$ cat src/rtl/uart_rx_fsm_if.sv
// Serial receive bus between the line side and the host-side buffer.
// Latency: none, this is wiring only.
// Backpressure: none; rx_valid is a one-clk pulse and the host must take it.
// Ports: baud_tick/rx_in run towards the receiver; rx_data, rx_valid,
//        parity_err, frame_err, rx_busy and break_det run back to the host.
// Modports: master = line/host side, slave = receiver.
interface uart_rx_fsm_if #(
  parameter int DATA_BITS = 8
);
  logic                 baud_tick;
  logic                 rx_in;
  logic [DATA_BITS-1:0] rx_data;
  logic                 rx_valid;
  logic                 parity_err;
  logic                 frame_err;
  logic                 rx_busy;
  logic                 break_det;

  modport master (
    output baud_tick, rx_in,
    input  rx_data, rx_valid, parity_err, frame_err, rx_busy, break_det
  );

  modport slave (
    input  baud_tick, rx_in,
    output rx_data, rx_valid, parity_err, frame_err, rx_busy, break_det
  );
endinterface

$ cat src/rtl/uart_rx_fsm.sv
// UART receiver, 16x oversampled: start, DATA_BITS LSB first, parity, stop.
// Latency: rx_valid in the clk after the stop-bit midpoint tick (+2 clk sync).
// Backpressure: none; each frame is presented once with a one-clk rx_valid.
// Ports: clk, rst (sync, active-high), bus (uart_rx_fsm_if.slave):
//        baud_tick, rx_in in; rx_data, rx_valid, parity_err, frame_err,
//        rx_busy, break_det out.
// Option: define RX_BREAK_DETECT_EN to build the break detector; otherwise
//         break_det is tied low.
module uart_rx_fsm #(
  parameter int DATA_BITS  = 8,
  parameter int OVERSAMPLE = 16,
  parameter bit PARITY_ODD = 1'b0
) (
  input logic          clk,
  input logic          rst,
  uart_rx_fsm_if.slave bus
);
  localparam int TW = $clog2(OVERSAMPLE);
  localparam logic [TW-1:0] TICK_LAST = TW'(OVERSAMPLE - 1);
  localparam logic [TW-1:0] TICK_HALF = TW'(OVERSAMPLE / 2 - 1);
  localparam logic [3:0]    BITS_LAST = 4'(DATA_BITS - 1);

  typedef enum logic [2:0] {
    IDLE       = 3'b000,
    START_BIT  = 3'b001,
    DATA_BIT   = 3'b010,
    PARITY_BIT = 3'b011,
    STOP_BIT   = 3'b100
  } state_t;

  state_t               state;
  logic [TW-1:0]        tick_cnt;
  logic [3:0]           bit_cnt;
  logic                 armed;
  logic [DATA_BITS-1:0] shreg;
  logic                 par_bit;
  logic                 rx_meta;
  logic                 rx_s;

  logic [DATA_BITS-1:0] rx_data_q;
  logic                 rx_valid_q;
  logic                 parity_err_q;
  logic                 frame_err_q;
  logic                 rx_busy_q;
`ifdef RX_BREAK_DETECT_EN
  logic                 break_q;
`endif

  // Synchronizer resets to the idle level so reset never looks like a start.
  always_ff @(posedge clk) begin
    if (rst) begin
      rx_meta <= 1'b1;
      rx_s    <= 1'b1;
    end else begin
      rx_meta <= bus.rx_in;
      rx_s    <= rx_meta;
    end
  end

  always_ff @(posedge clk) begin
    if (rst) begin
      state        <= IDLE;
      tick_cnt     <= '0;
      bit_cnt      <= '0;
      armed        <= 1'b0;
      shreg        <= '0;
      par_bit      <= 1'b0;
      rx_data_q    <= '0;
      rx_valid_q   <= 1'b0;
      parity_err_q <= 1'b0;
      frame_err_q  <= 1'b0;
      rx_busy_q    <= 1'b0;
`ifdef RX_BREAK_DETECT_EN
      break_q      <= 1'b0;
`endif
    end else begin
      // Pulses clear on the next clk regardless of baud_tick.
      rx_valid_q <= 1'b0;
`ifdef RX_BREAK_DETECT_EN
      break_q    <= 1'b0;
`endif
      if (bus.baud_tick) begin
        case (state)
          IDLE: begin
            // Only a high-to-low edge after seeing idle can start a frame.
            if (rx_s) begin
              armed <= 1'b1;
            end else if (armed) begin
              state     <= START_BIT;
              tick_cnt  <= '0;
              rx_busy_q <= 1'b1;
            end
          end
          START_BIT: begin
            if (tick_cnt == TICK_HALF) begin
              if (!rx_s) begin
                state    <= DATA_BIT;
                tick_cnt <= '0;
                bit_cnt  <= '0;
              end else begin
                // Start pulse too short: treat as a glitch.
                state     <= IDLE;
                rx_busy_q <= 1'b0;
              end
            end else begin
              tick_cnt <= tick_cnt + 1'b1;
            end
          end
          DATA_BIT: begin
            if (tick_cnt == TICK_LAST) begin
              // LSB arrives first, so shifting right lands it at bit 0.
              shreg    <= {rx_s, shreg[DATA_BITS-1:1]};
              bit_cnt  <= bit_cnt + 1'b1;
              tick_cnt <= '0;
              if (bit_cnt == BITS_LAST) state <= PARITY_BIT;
            end else begin
              tick_cnt <= tick_cnt + 1'b1;
            end
          end
          PARITY_BIT: begin
            if (tick_cnt == TICK_LAST) begin
              par_bit  <= rx_s;
              tick_cnt <= '0;
              state    <= STOP_BIT;
            end else begin
              tick_cnt <= tick_cnt + 1'b1;
            end
          end
          STOP_BIT: begin
            if (tick_cnt == TICK_LAST) begin
              rx_data_q    <= shreg;
              parity_err_q <= ((^shreg) ^ par_bit) != PARITY_ODD;
              frame_err_q  <= ~rx_s;
              rx_valid_q   <= 1'b1;
`ifdef RX_BREAK_DETECT_EN
              break_q      <= (shreg == '0) && !par_bit && !rx_s;
`endif
              // Disarm so a line stuck low cannot retrigger.
              armed        <= 1'b0;
              tick_cnt     <= '0;
              rx_busy_q    <= 1'b0;
              state        <= IDLE;
            end else begin
              tick_cnt <= tick_cnt + 1'b1;
            end
          end
          default: begin
            state     <= IDLE;
            tick_cnt  <= '0;
            rx_busy_q <= 1'b0;
          end
        endcase
      end
    end
  end

  assign bus.rx_data    = rx_data_q;
  assign bus.rx_valid   = rx_valid_q;
  assign bus.parity_err = parity_err_q;
  assign bus.frame_err  = frame_err_q;
  assign bus.rx_busy    = rx_busy_q;
`ifdef RX_BREAK_DETECT_EN
  assign bus.break_det  = break_q;
`else
  assign bus.break_det  = 1'b0;
`endif
endmodule

$ cat src/flat_wrapper.sv
// flat-port wrapper written by rule: the top's interface ports become plain ports
module uart_rx_fsm_flat 
#(
  parameter int DATA_BITS  = 8,
  parameter int OVERSAMPLE = 16,
  parameter bit PARITY_ODD = 1'b0
)
  (clk, rst, bus_baud_tick, bus_rx_in, bus_rx_data, bus_rx_valid, bus_parity_err, bus_frame_err, bus_rx_busy, bus_break_det);
  uart_rx_fsm_if #(.DATA_BITS(DATA_BITS)) bus_i ();
  input logic clk;
  input logic rst;
  input wire logic [$bits(bus_i.baud_tick)-1:0] bus_baud_tick;
  input wire logic [$bits(bus_i.rx_in)-1:0] bus_rx_in;
  output wire logic [$bits(bus_i.rx_data)-1:0] bus_rx_data;
  output wire logic [$bits(bus_i.rx_valid)-1:0] bus_rx_valid;
  output wire logic [$bits(bus_i.parity_err)-1:0] bus_parity_err;
  output wire logic [$bits(bus_i.frame_err)-1:0] bus_frame_err;
  output wire logic [$bits(bus_i.rx_busy)-1:0] bus_rx_busy;
  output wire logic [$bits(bus_i.break_det)-1:0] bus_break_det;
  assign bus_i.baud_tick = bus_baud_tick;
  assign bus_i.rx_in = bus_rx_in;
  assign bus_rx_data = bus_i.rx_data;
  assign bus_rx_valid = bus_i.rx_valid;
  assign bus_parity_err = bus_i.parity_err;
  assign bus_frame_err = bus_i.frame_err;
  assign bus_rx_busy = bus_i.rx_busy;
  assign bus_break_det = bus_i.break_det;
  uart_rx_fsm #(.DATA_BITS(DATA_BITS), .OVERSAMPLE(OVERSAMPLE), .PARITY_ODD(PARITY_ODD)) u_core (.clk(clk), .rst(rst), .bus(bus_i));
endmodule
$ cat config.mk
export PLATFORM = sky130hd
export DESIGN_NAME = uart_rx_fsm_flat
export DESIGN_NICKNAME = d
export VERILOG_FILES = /design/src/rtl/uart_rx_fsm_if.sv /design/src/rtl/uart_rx_fsm.sv /design/src/flat_wrapper.sv
export SDC_FILE = /design/constraint.sdc
export NUM_CORES = 1
export LEC_CHECK = 0
export BUFFER_PORTS_ARGS = -buffer_cell sky130_fd_sc_hd__buf_2
export CORE_ASPECT_RATIO = 1.1
export CORE_MARGIN = 2
export CORE_UTILIZATION = 57
export DETAILED_ROUTE_END_ITERATION = 10
export PLACE_DENSITY_LB_ADDON = 0.05
export SETUP_SLACK_MARGIN = 0.05
export SLEW_MARGIN = 10
export SYNTH_ARGS = -nofsm -noshare
export SYNTH_HDL_FRONTEND = slang
export SYNTH_SLANG_ARGS = --single-unit
$ cat constraint.sdc
create_clock -name clk -period 2.2 [get_ports clk]
set_input_delay 0.33 -clock clk [delete_from_list [all_inputs] [get_ports clk]]
set_output_delay 0.33 -clock clk [all_outputs]
set_load 0.02 [all_outputs]
==> impl_metrics.json <==
{
  "finalCritPeriodShare": 0.901,
  "dp_slack_ps": 218,
  "run_status": "completed",
  "syn_nets": 172,
  "clock-root-buffer": "clkbuf_4",
  "synthArstFlopShare": 0,
  "synthCells": 166,
  "grt.overflow.total": 0,
  "drt_wl_total_um": 3130,
  "vdd_ir_drop_max_mv": 0.404,
  "crit_top_cell": "and3_1",
  "r2r_setup_slack_ps": 220,
  "cts.sinks": 35,
  "portBuffers": 15,
  "cp_slowest_cell": "and3_1",
  "num_io_pins": 17,
  "drive_gt1_frac": 0.198,
  "leakage_nw": 0.667,
  "synth_top_flop_cell": "dfxtp_1",
  "hold_violations": 0,
  "setup_viol": 0,
  "clk_pin_slew_ps": 110,
  "die_y_um": 59.8,
  "critPathMaxStageDelay_ps": 400,
  "drv_slew": 0,
  "gp_congestion": 0.821,
  "initial_core_util": 0.592,
  "place_area_mm2": 0.00168,
  "cts_hold_buf": 0,
  "post-route-cell-area_mm2": 0.00174,
  "row_count": 20,
  "vias_per_cell": 5.79,
  "cts_tree": "done",
  "finalWorstPathRequiredPeriod_ps": 1980,
  "rsz0062_at_grt": "false",
  "critPathLaunchType": "flop",
  "drt_iter0_drc": 22,
  "fin_tns_setup_ps": 0,
  "grt_pass1_wl_um": 5100,
  "antenna_found_initial": 0,
  "first_pass_iters": 4,
  "n_antenna_cell": 0,
  "timing.fmax_mhz": 505,
  "cts_htree_levels": 2,
  "end_kind": "flop",
  "die_x_um": 54.7,
  "cts_setup_buffers": 0,
  "critPathMaxFanout": 7,
  "ys_seq_elements": 35,
  "grt_pass1_vias": 1112,
  "cts-buffers-inserted": 5,
  "grt_max_degree": 28,
  "cp.arrival_ps": 2200,
  "skew_ps": 5.61,
  "postRouteAntennaNets": 0,
  "synth_edf_count": 0,
  "worstSetupPathType": "flop to flop",
  "wl_per_cell_um": 14.6,
  "crit_family": "simple AND/OR/NAND/NOR gates",
  "clock_latency_ps": 340,
  "nets": 187,
  "die_area_mm2": 0.00327,
  "clock_path_buffers": 2,
  "maxCapViolations": 0,
  "synthesis.area_mm2": 0.00161,
  "p_total_mw": 1.02,
  "fin_ws_ps": 219,
  "vias": 1245,
  "synth.distinct_cells": 45,
  "drcViolationCount": 0,
  "critPathBufInv": 1,
  "power.density_mw_per_mm2": 589,
  "crit_required_ps": 2420,
  "core-area_mm2": 0.00273,
  "seq_area_frac_synth": 0.434,
  "synthToLayoutAreaGrowth_pct": 7.67,
  "syn_avg_cell_area_um2": 9.72,
  "holdWs_ps": 168,
  "ys_warn_count": 0,
  "hold_class": "input port to flop",
  "hpwlAfterDp_um": 2140,
  "cp_cell_sequence": "ha_1 -> and3_1 -> and3_1 -> buf_4 -> mux2i_1 -> nor2_1",
  "track_usage": 0.222,
  "cts-resized-gates": 0
}
[Yosys cell counts (2+ instances only)]
cell type,number,share of area
dfxtp_1,35,0.43
nor2_1,20,0.047
mux2i_1,12,0.074
a22o_1,10,0.054
xnor2_1,8,0.043
a21oi_1,6,0.019
nand2_1,6,0.014
nand3_1,5,0.016
o21ai_0,5,0.016
buf_4,4,0.019
nor3_1,4,0.012
clkbuf_1,3,0.0070
inv_1,3,0.0070
nand2b_1,3,0.012
or2_2,3,0.012
a311oi_1,2,0.011
a31oi_1,2,0.0078
and3_1,2,0.0078
buf_6,2,0.014
ha_1,2,0.016
nor2_2,2,0.0078
nor2b_1,2,0.0078
or3b_1,2,0.011
or4_1,2,0.0093
[cell families after synthesis]
logic type      synth area share
compound gates             0.169
flops                      0.434
fa+ha+maj                 0.0155
mux                       0.0814
other cells              0.00232
simple gates               0.205
xor+xnor                  0.0434
buf+inv                   0.0496
[cell usage in the layout, fill, tap and decap left out, types with 3 or more instances in the layout]
master     n
dfxtp_1   35
nor2_1    20
buf_2     15
mux2i_1   12
a22o_1    10
xnor2_1    8
nand2_1    6
a21oi_1    6
o21ai_0    5
nand3_1    5
clkbuf_4   5
nor3_1     4
or2_2      3
nand2b_1   3
inv_1      3
buf_4      3
[per-stage QoR]
stage	instances	util
2_1_floorplan	166	-
3_3_place_gp	207	0.617
3_5_place_dp	207	0.617
4_1_cts	215	0.637
5_1_grt	215	0.637
6_report	215	0.637
[routing by layer]
layer / global-route usage / part of all wire
met4: 0.100 / 0.016
met3: 0.0775 / 0.047
met1: 0.297 / 0.49
met5: 0 / 0
met2: 0.316 / 0.45
[cell type report]
class                      count  area [um2]
clock buffer                   6        41.3
fill                         252         990
tap                           33        41.3
sequential                    35         701
clock inverter                 2        12.5
inverter                       3        11.3
multi-input combinational    118         833
timing repair buffer          18        97.6
[path summary, 6_finish.rpt]
check / startpoint / end / cells after the start
worst max-delay path: u_core.tick_cnt[0]$_SDFFE_PP0P_ / u_core.shreg[5]$_SDFFE_PP0P_ / 6
worst min-delay path: bus_rx_in / u_core.rx_meta$_SDFF_PP1_ / 2
worst max register to register: u_core.tick_cnt[0]$_SDFFE_PP0P_ / u_core.shreg[5]$_SDFFE_PP0P_ / 6
worst min register to register: u_core.rx_meta$_SDFF_PP1_ / u_core.rx_s$_SDFF_PP1_ / 1
[sequential cells by signal, summed over array words and instances, names as in the netlist, 3 cells and up]
register,flops
u_core.tick_cnt,4
u_core.bit_cnt,4
u_core.bus.rx_data,8
u_core.shreg,8
u_core.state,3
[report_power, final]
part	switching, mW	leakage [nW]	internal [mW]
Clock	0.219	0.0282	0.123
Sequential	0.00570	0.283	0.638
Combinational	0.0249	0.356	0.0131
Total	0.250	0.667	0.774
Power figures use the tool's default switching activity.
